$ cat src/rtl/pipe_hazard_scoreboard.sv
// pipe_hazard_scoreboard: hazard detection and EX operand forwarding for the ARM pipe.
// Optional macro HAZARD_PERF_CNT_EN adds hz_stall_cnt_out / mem_stall_cnt_out.
// Ports: clk, rst (sync, active-high); forward_en_in; id_* (ID instruction);
//   flush_in, mem_stall_in; stall_out, sel_src1_out, sel_src2_out, inflight_out.
module pipe_hazard_scoreboard #(
    parameter int REG_W            = 4,
    parameter int NUM_STAGES       = 3,
    parameter int LOAD_READY_STAGE = 2,
    parameter int SEL_W            = $clog2(NUM_STAGES)
) (
    input  logic             clk,
    input  logic             rst,
    input  logic             forward_en_in,
    input  logic             id_valid_in,
    input  logic [REG_W-1:0] id_src1_in,
    input  logic [REG_W-1:0] id_src2_in,
    input  logic             id_two_src_in,
    input  logic             id_wb_en_in,
    input  logic             id_mem_r_en_in,
    input  logic [REG_W-1:0] id_dest_in,
    input  logic             flush_in,
    input  logic             mem_stall_in,
    output logic             stall_out,
    output logic [SEL_W-1:0] sel_src1_out,
    output logic [SEL_W-1:0] sel_src2_out,
    output logic [SEL_W:0]   inflight_out
`ifdef HAZARD_PERF_CNT_EN
    ,
    output logic [31:0]      hz_stall_cnt_out,
    output logic [31:0]      mem_stall_cnt_out
`endif
);

    logic [NUM_STAGES-1:0] v_q, wb_q, ld_q, v_nxt;
    logic [REG_W-1:0]      dest_q [NUM_STAGES];
    logic [REG_W-1:0]      src1_q [NUM_STAGES];
    logic [REG_W-1:0]      src2_q [NUM_STAGES];
    logic [SEL_W:0]        inflight_q, inflight_nxt;
    logic                  hazard, take0;
    logic [SEL_W-1:0]      sel1, sel2;

    // Hazard only looks at EX..WB-1; WB is covered by write-before-read.
    // In forwarding mode only loads too young to forward cause a stall.
    always_comb begin
        hazard = 1'b0;
        for (int k = 0; k < NUM_STAGES - 1; k++) begin
            if (id_valid_in && v_q[k] && wb_q[k] &&
                (!forward_en_in || (ld_q[k] && (k + 2 <= LOAD_READY_STAGE))) &&
                ((dest_q[k] == id_src1_in) ||
                 (id_two_src_in && (dest_q[k] == id_src2_in))))
                hazard = 1'b1;
        end
    end

    // Walk oldest to youngest so the nearest matching stage wins.
    always_comb begin
        sel1 = '0;
        sel2 = '0;
        for (int k = NUM_STAGES - 1; k >= 1; k--) begin
            if (v_q[k] && wb_q[k] && !(ld_q[k] && (k < LOAD_READY_STAGE))) begin
                if (dest_q[k] == src1_q[0]) sel1 = SEL_W'(k);
                if (dest_q[k] == src2_q[0]) sel2 = SEL_W'(k);
            end
        end
        if (!(v_q[0] && forward_en_in)) begin
            sel1 = '0;
            sel2 = '0;
        end
    end

    assign take0 = id_valid_in & ~hazard & ~flush_in;

    always_comb begin
        v_nxt        = {v_q[NUM_STAGES-2:0], take0};
        inflight_nxt = '0;
        for (int k = 0; k < NUM_STAGES; k++)
            inflight_nxt = inflight_nxt + {{SEL_W{1'b0}}, v_nxt[k]};
    end

    always_ff @(posedge clk) begin
        if (rst) begin
            v_q        <= '0;
            wb_q       <= '0;
            ld_q       <= '0;
            inflight_q <= '0;
            for (int k = 0; k < NUM_STAGES; k++) begin
                dest_q[k] <= '0;
                src1_q[k] <= '0;
                src2_q[k] <= '0;
            end
        end else if (!mem_stall_in) begin
            v_q        <= v_nxt;
            wb_q       <= {wb_q[NUM_STAGES-2:0], id_wb_en_in};
            ld_q       <= {ld_q[NUM_STAGES-2:0], id_mem_r_en_in};
            inflight_q <= inflight_nxt;
            for (int k = NUM_STAGES - 1; k > 0; k--) begin
                dest_q[k] <= dest_q[k-1];
                src1_q[k] <= src1_q[k-1];
                src2_q[k] <= src2_q[k-1];
            end
            dest_q[0] <= id_dest_in;
            src1_q[0] <= id_src1_in;
            src2_q[0] <= id_src2_in;
        end
    end

    assign stall_out    = ~rst & (mem_stall_in | (hazard & ~flush_in));
    assign sel_src1_out = rst ? '0 : sel1;
    assign sel_src2_out = rst ? '0 : sel2;
    assign inflight_out = rst ? '0 : inflight_q;

`ifdef HAZARD_PERF_CNT_EN
    logic [31:0] hz_cnt_q, mem_cnt_q;

    always_ff @(posedge clk) begin
        if (rst) begin
            hz_cnt_q  <= '0;
            mem_cnt_q <= '0;
        end else begin
            if (hazard && !flush_in && !mem_stall_in && (hz_cnt_q != 32'hFFFF_FFFF))
                hz_cnt_q <= hz_cnt_q + 32'd1;
            if (mem_stall_in && (mem_cnt_q != 32'hFFFF_FFFF))
                mem_cnt_q <= mem_cnt_q + 32'd1;
        end
    end

    assign hz_stall_cnt_out  = rst ? '0 : hz_cnt_q;
    assign mem_stall_cnt_out = rst ? '0 : mem_cnt_q;
`endif

endmodule

$ cat config.mk
export PLATFORM = sky130hd
export DESIGN_NAME = pipe_hazard_scoreboard
export DESIGN_NICKNAME = d
export VERILOG_FILES = /design/src/rtl/pipe_hazard_scoreboard.sv
export SDC_FILE = /design/constraint.sdc
export NUM_CORES = 1
export LEC_CHECK = 0
export BUFFER_PORTS_ARGS = -buffer_cell sky130_fd_sc_hd__buf_2
export CORE_MARGIN = 2
export CORE_UTILIZATION = 55
export DETAILED_ROUTE_END_ITERATION = 10
export PLACE_DENSITY = 0.9
export SLEW_MARGIN = 0
export SYNTH_ARGS = -nofsm -noshare
export SYNTH_HDL_FRONTEND = slang
export SYNTH_SLANG_ARGS = --single-unit
$ cat constraint.sdc
create_clock -name clk -period 2.3 [get_ports clk]
set_input_delay 0.345 -clock clk [delete_from_list [all_inputs] [get_ports clk]]
set_output_delay 0.345 -clock clk [all_outputs]
set_load 0.02 [all_outputs]
* Word-level counts from Yosys, hierarchy flattened
Memory sizes are Yosys's and may differ from the RTL's. Cells that the tools add are included.
Storage, ports and cells: flip-flop bits (word level) 11, bits in latches 0, bits in writable memories 36, bits in read-only memories 0, input bits 21, output and inout port bits 8, word-level logic and storage cells 82, memories kept 3
Operators by class: $add $sub $neg 2, $mul 0, divide/modulo/power cells 0, $lt $le $gt $ge 0, equal/unequal tests 8, shift-type cells 0, multiplexer cells 29, bitwise operators 17, reductions and logical operators 19
Memory list:
- dest_q | words 3, bits a word 4, read ports 3, clocked after memory_dff 0, write ports 3, line 35 | logic [REG_W-1:0] dest_q [NUM_STAGES];
- src1_q | words 3, bits a word 4, read ports 2, clocked after memory_dff 0, write ports 3, line 36 | logic [REG_W-1:0] src1_q [NUM_STAGES];
- src2_q | words 3, bits a word 4, read ports 2, clocked after memory_dff 0, write ports 3, line 37 | logic [REG_W-1:0] src2_q [NUM_STAGES];
Operator list (number):
- $mux 4 | 9
- $eq 4x4->1 | 8
- $mux 2 | 12
- $logic_and 1x1->1 | 14
- $or 1x1->1 | 10
- $mux 1 | 7
- $and 1x1->1 | 4
- $add 2x1->3 | 1
- $logic_or 1x1->1 | 3
- $mux 3 | 1
- $not 1->1 | 3
- $add 1x1->2 | 1
- $logic_not 1->1 | 2

* Longest topological paths before layout
depth after elaboration 11, mapped depth 9, depth with buffers taken out 8

* Least setup slack after synthesis
No wires, ideal clock.
path kind flip-flop to flip-flop, start memory dest_q[1][3], in the netlist dest_q[0][7], end register inflight_q[0], setup time 129 ps, data arrival time 1887 ps, data required time 2171 ps, path slack 284 ps, stages on the path, launching flop included 10, path buffers 1, clock period less this slack 2016 ps, path through edfxtp_1 -> buf_6 -> xor2_1 -> nor4_1 -> a31oi_1 -> o22a_2 -> and3b_1 -> fa_1 -> mux2i_1 -> nor2_1
RTL lines:
- start: declaration | line 35
- end signal: assignment | line 95 | inflight_q <= inflight_nxt;
- end: declaration | line 38 | logic [SEL_W:0] inflight_q, inflight_nxt;

==> metrics.txt <==
# TYPE chip_impl_metric gauge
chip_impl_info{name="status",value="finished with violations"} 1
chip_impl_info{name="violated_checks",value="DRC"} 1
chip_impl_metric{name="die_w",unit="um"} 58.6
chip_impl_metric{name="first_pass_iters",unit=""} 7
chip_impl_metric{name="timing.final.hold_violations",unit=""} 0
chip_impl_metric{name="report.power.total",unit="mW"} 1.17
chip_impl_metric{name="grt_max_degree",unit=""} 22
chip_impl_metric{name="postSynthAreaPerCell",unit="um^2"} 11.4
chip_impl_metric{name="yosysSeqAreaShare",unit=""} 0.488
chip_impl_info{name="crit_path_start_kind",value="flip-flop"} 1
chip_impl_info{name="cts_root_buf",value="sky130_fd_sc_hd__clkbuf_4"} 1
chip_impl_metric{name="place_inst",unit=""} 196
chip_impl_metric{name="postSynth.asyncResetShare",unit=""} 0
chip_impl_metric{name="drc_errors",unit=""} 1
chip_impl_metric{name="grt_pass1_vias",unit=""} 1127
chip_impl_metric{name="netlist_instances",unit=""} 144
chip_impl_metric{name="p_leak",unit="nW"} 0.839
chip_impl_metric{name="cts_htree_levels",unit=""} 2
chip_impl_metric{name="crit_required",unit="ps"} 1960
chip_impl_metric{name="cts_inserted_buffers",unit=""} 5
chip_impl_metric{name="timing.final.max_slew_violations",unit=""} 0
chip_impl_metric{name="final_cells",unit=""} 208
chip_impl_info{name="synth-main-ff-cell",value="sky130_fd_sc_hd__edfxtp_1"} 1
chip_impl_metric{name="num_io_pins",unit=""} 29
chip_impl_metric{name="synth-edff-count",unit=""} 20
chip_impl_metric{name="skew",unit="ps"} 9.05
chip_impl_metric{name="finalWorstPathRequiredPeriod",unit="ps"} 2280
chip_impl_metric{name="netlist_area",unit="um^2"} 1640
chip_impl_metric{name="clock_path_buffers",unit=""} 2
chip_impl_metric{name="cp.arrival",unit="ps"} 1930
chip_impl_metric{name="grt_antenna_before_repair",unit=""} 0
chip_impl_metric{name="placeableCoreArea",unit="um^2"} 2810
chip_impl_metric{name="placedInstanceArea",unit="um^2"} 1770
chip_impl_metric{name="setup_violations",unit=""} 0
chip_impl_metric{name="detailedRoute.firstIterationViolations",unit=""} 26
chip_impl_metric{name="gpl_wtd_cong",unit=""} 0.866
chip_impl_metric{name="maxCapViolCount",unit=""} 0
chip_impl_metric{name="floorplan.die.height",unit="um"} 58.6
chip_impl_metric{name="route.final.wire_length",unit="mm"} 3.11
chip_impl_metric{name="design.final.nets",unit=""} 198
chip_impl_info{name="cts_tree",value="done"} 1
chip_impl_metric{name="clk_transition_reported_paths",unit="ps"} 100
chip_impl_info{name="unrepaired_setup_endpoints_after_global_routing",value="true"} 1
chip_impl_metric{name="detail_route.vias_per_cell",unit=""} 5.40
chip_impl_metric{name="total_global_routing_track_utilization",unit=""} 0.204
chip_impl_metric{name="die_area",unit="um^2"} 3440
chip_impl_metric{name="postSynthRegisterBits",unit=""} 30
chip_impl_metric{name="area_growth",unit="%"} 14.7
chip_impl_metric{name="grt_pass1_wl",unit="mm"} 4.97
chip_impl_metric{name="post_synth_cell_types",unit=""} 32
chip_impl_info{name="hp-class",value="in -> reg"} 1
chip_impl_metric{name="initial_utilization",unit=""} 0.585
chip_impl_metric{name="worst-path-max-fanout",unit=""} 3
chip_impl_metric{name="clock_insertion_delay_worst_skew",unit="ps"} 330
chip_impl_metric{name="synth_nets",unit=""} 166
chip_impl_metric{name="antenna_violating_nets_post_route",unit=""} 0
chip_impl_metric{name="average_detailed_routed_wire_length_per_instance",unit="um"} 14.9
chip_impl_info{name="setup.worst_path.end_class",value="primary output"} 1
chip_impl_metric{name="period_share",unit=""} 0.991
chip_impl_metric{name="rows",unit=""} 19
chip_impl_metric{name="num_antenna_cells",unit=""} 0
chip_impl_metric{name="vdd_ir_drop_max",unit="uV"} 454
chip_impl_metric{name="number_of_buffer_cells_added_on_primary_ports",unit=""} 27
chip_impl_metric{name="achievable-frequency",unit="MHz"} 439
chip_impl_metric{name="dr_total_vias",unit=""} 1124
chip_impl_metric{name="synth-warning-count",unit=""} 0
chip_impl_metric{name="p_per_area",unit="nW/um^2"} 622
chip_impl_metric{name="dp.final_hpwl",unit="mm"} 2.21
chip_impl_metric{name="grt_remaining_overflow",unit=""} 0
chip_impl_metric{name="fraction_of_layout_instances_using_a_drive_strength_above_1",unit=""} 0.271
chip_impl_info{name="worst-setup-path-type",value="reg -> out"} 1
chip_impl_metric{name="numClockSinks",unit=""} 30
chip_impl_metric{name="final_design_area_no_fill",unit="um^2"} 1880
-- final timing paths --
kind / from / to / slack (ps) / depth (start not counted)
worst max-delay path: dest_q[0][6]$_SDFFCE_PN0P_ / stall_out / 20 / 6
worst min-delay path: id_mem_r_en_in / ld_q[0]$_SDFFE_PP0N_ / 240 / 3
worst max register to register: dest_q[0][6]$_SDFFCE_PN0P_ / inflight_q[0]$_SDFFE_PP0N_ / 160 / 8
worst min register to register: inflight_q[1]$_SDFFE_PP0N_ / inflight_q[1]$_SDFFE_PP0N_ / 500 / 2
-- cells by family after synthesis --
kind of cell    synth area share
simple gates               0.184
xor+xnor                   0.175
flops                      0.488
buf+inv                   0.0442
mux                       0.0549
compound gates            0.0389
fa+ha+maj                 0.0122
other cells              0.00228
-- final cells by class --
class / instances / area [um^2]
tap: 31 / 38.8
fill: 198 / 922
inverter: 2 / 7.51
multi-input combinational: 103 / 773
clock inverter: 2 / 10.0
timing repair buffer: 34 / 190
clock buffer: 6 / 62.6
sequential: 30 / 801
-- worst max-delay path, cell delays in order, from the launching register on --
cell	delay, ps
sky130_fd_sc_hd__edfxtp_1	460
sky130_fd_sc_hd__xor2_1	200
sky130_fd_sc_hd__nor3_2	240
sky130_fd_sc_hd__a31oi_1	110
sky130_fd_sc_hd__o22a_2	220
sky130_fd_sc_hd__o31ai_2	190
sky130_fd_sc_hd__buf_4	180
-- layer usage --
| metal | track usage | vias to the layer above | share of wire |
|---|---|---|---|
| li1 | - | 551 | - |
| met1 | 0.236 | 530 | 0.41 |
| met2 | 0.321 | 36 | 0.51 |
| met3 | 0.0703 | 7 | 0.049 |
| met4 | 0.136 | 0 | 0.025 |
| met5 | 0 | - | 0 |
-- repair_timing --
action,CTS,global route
buffers inserted,3,1
hold buffers,0,0
resized for setup,0,2
pin swaps,0,1
hold endpoints to repair,0,0
setup endpoints to repair,1,1
-- state kept, by name, indices dropped and copies added (netlist names) --
signal      flops
ld_q            2
src1_q          4
v_q             3
wb_q            3
src2_q          4
dest_q         12
inflight_q      2
-- cell usage after synthesis, types with 3 or more instances --
master                     instances  area, um^2
sky130_fd_sc_hd__and2_1           19         119
sky130_fd_sc_hd__buf_6             3        33.8
sky130_fd_sc_hd__clkbuf_1          3        11.3
sky130_fd_sc_hd__dfxtp_1          10         200
sky130_fd_sc_hd__edfxtp_1         20         601
sky130_fd_sc_hd__mux2i_1           9        90.1
sky130_fd_sc_hd__nand4_1           3        18.8
sky130_fd_sc_hd__nor2_1           15        56.3
sky130_fd_sc_hd__nor4_1            4        25.0
sky130_fd_sc_hd__xnor2_1           8        70.1
sky130_fd_sc_hd__xor2_1           23         201
-- stage by stage --
step / setup TNS (ps) / worst slack [ps] / hold slack (ps) / utilization
2_1_floorplan: 0 / 284 / 455 / -
3_3_place_gp: 0 / 204 / 471 / 0.632
3_5_place_dp: 0 / 157 / 491 / 0.632
4_1_cts: 0 / 17.2 / 226 / 0.666
5_1_grt: -57.0 / -57.0 / 243 / 0.671
6_report: 0 / 21.0 / 240 / 0.671
-- layout by cell type (no fill, tap or decap), types with 2 or more instances in the layout --
master,count
sky130_fd_sc_hd__a31oi_1,2
sky130_fd_sc_hd__mux2i_1,9
sky130_fd_sc_hd__clkbuf_4,5
sky130_fd_sc_hd__nor2b_1,2
sky130_fd_sc_hd__nand4_1,3
sky130_fd_sc_hd__clkinv_2,2
sky130_fd_sc_hd__xor2_1,23
sky130_fd_sc_hd__inv_1,2
sky130_fd_sc_hd__buf_4,8
sky130_fd_sc_hd__buf_2,26
sky130_fd_sc_hd__dfxtp_1,10
sky130_fd_sc_hd__and2_1,19
sky130_fd_sc_hd__xnor2_1,8
sky130_fd_sc_hd__edfxtp_1,20
sky130_fd_sc_hd__nor2_1,15
sky130_fd_sc_hd__nor4_1,4
sky130_fd_sc_hd__and3_1,2
-- power by group --
group	leakage [nW]	internal, mW	switching, mW
combinational	0.496	0.0815	0.0831
sequential	0.299	0.611	0.0298
clock	0.0431	0.181	0.184
Power figures use the tool's default switching activity.
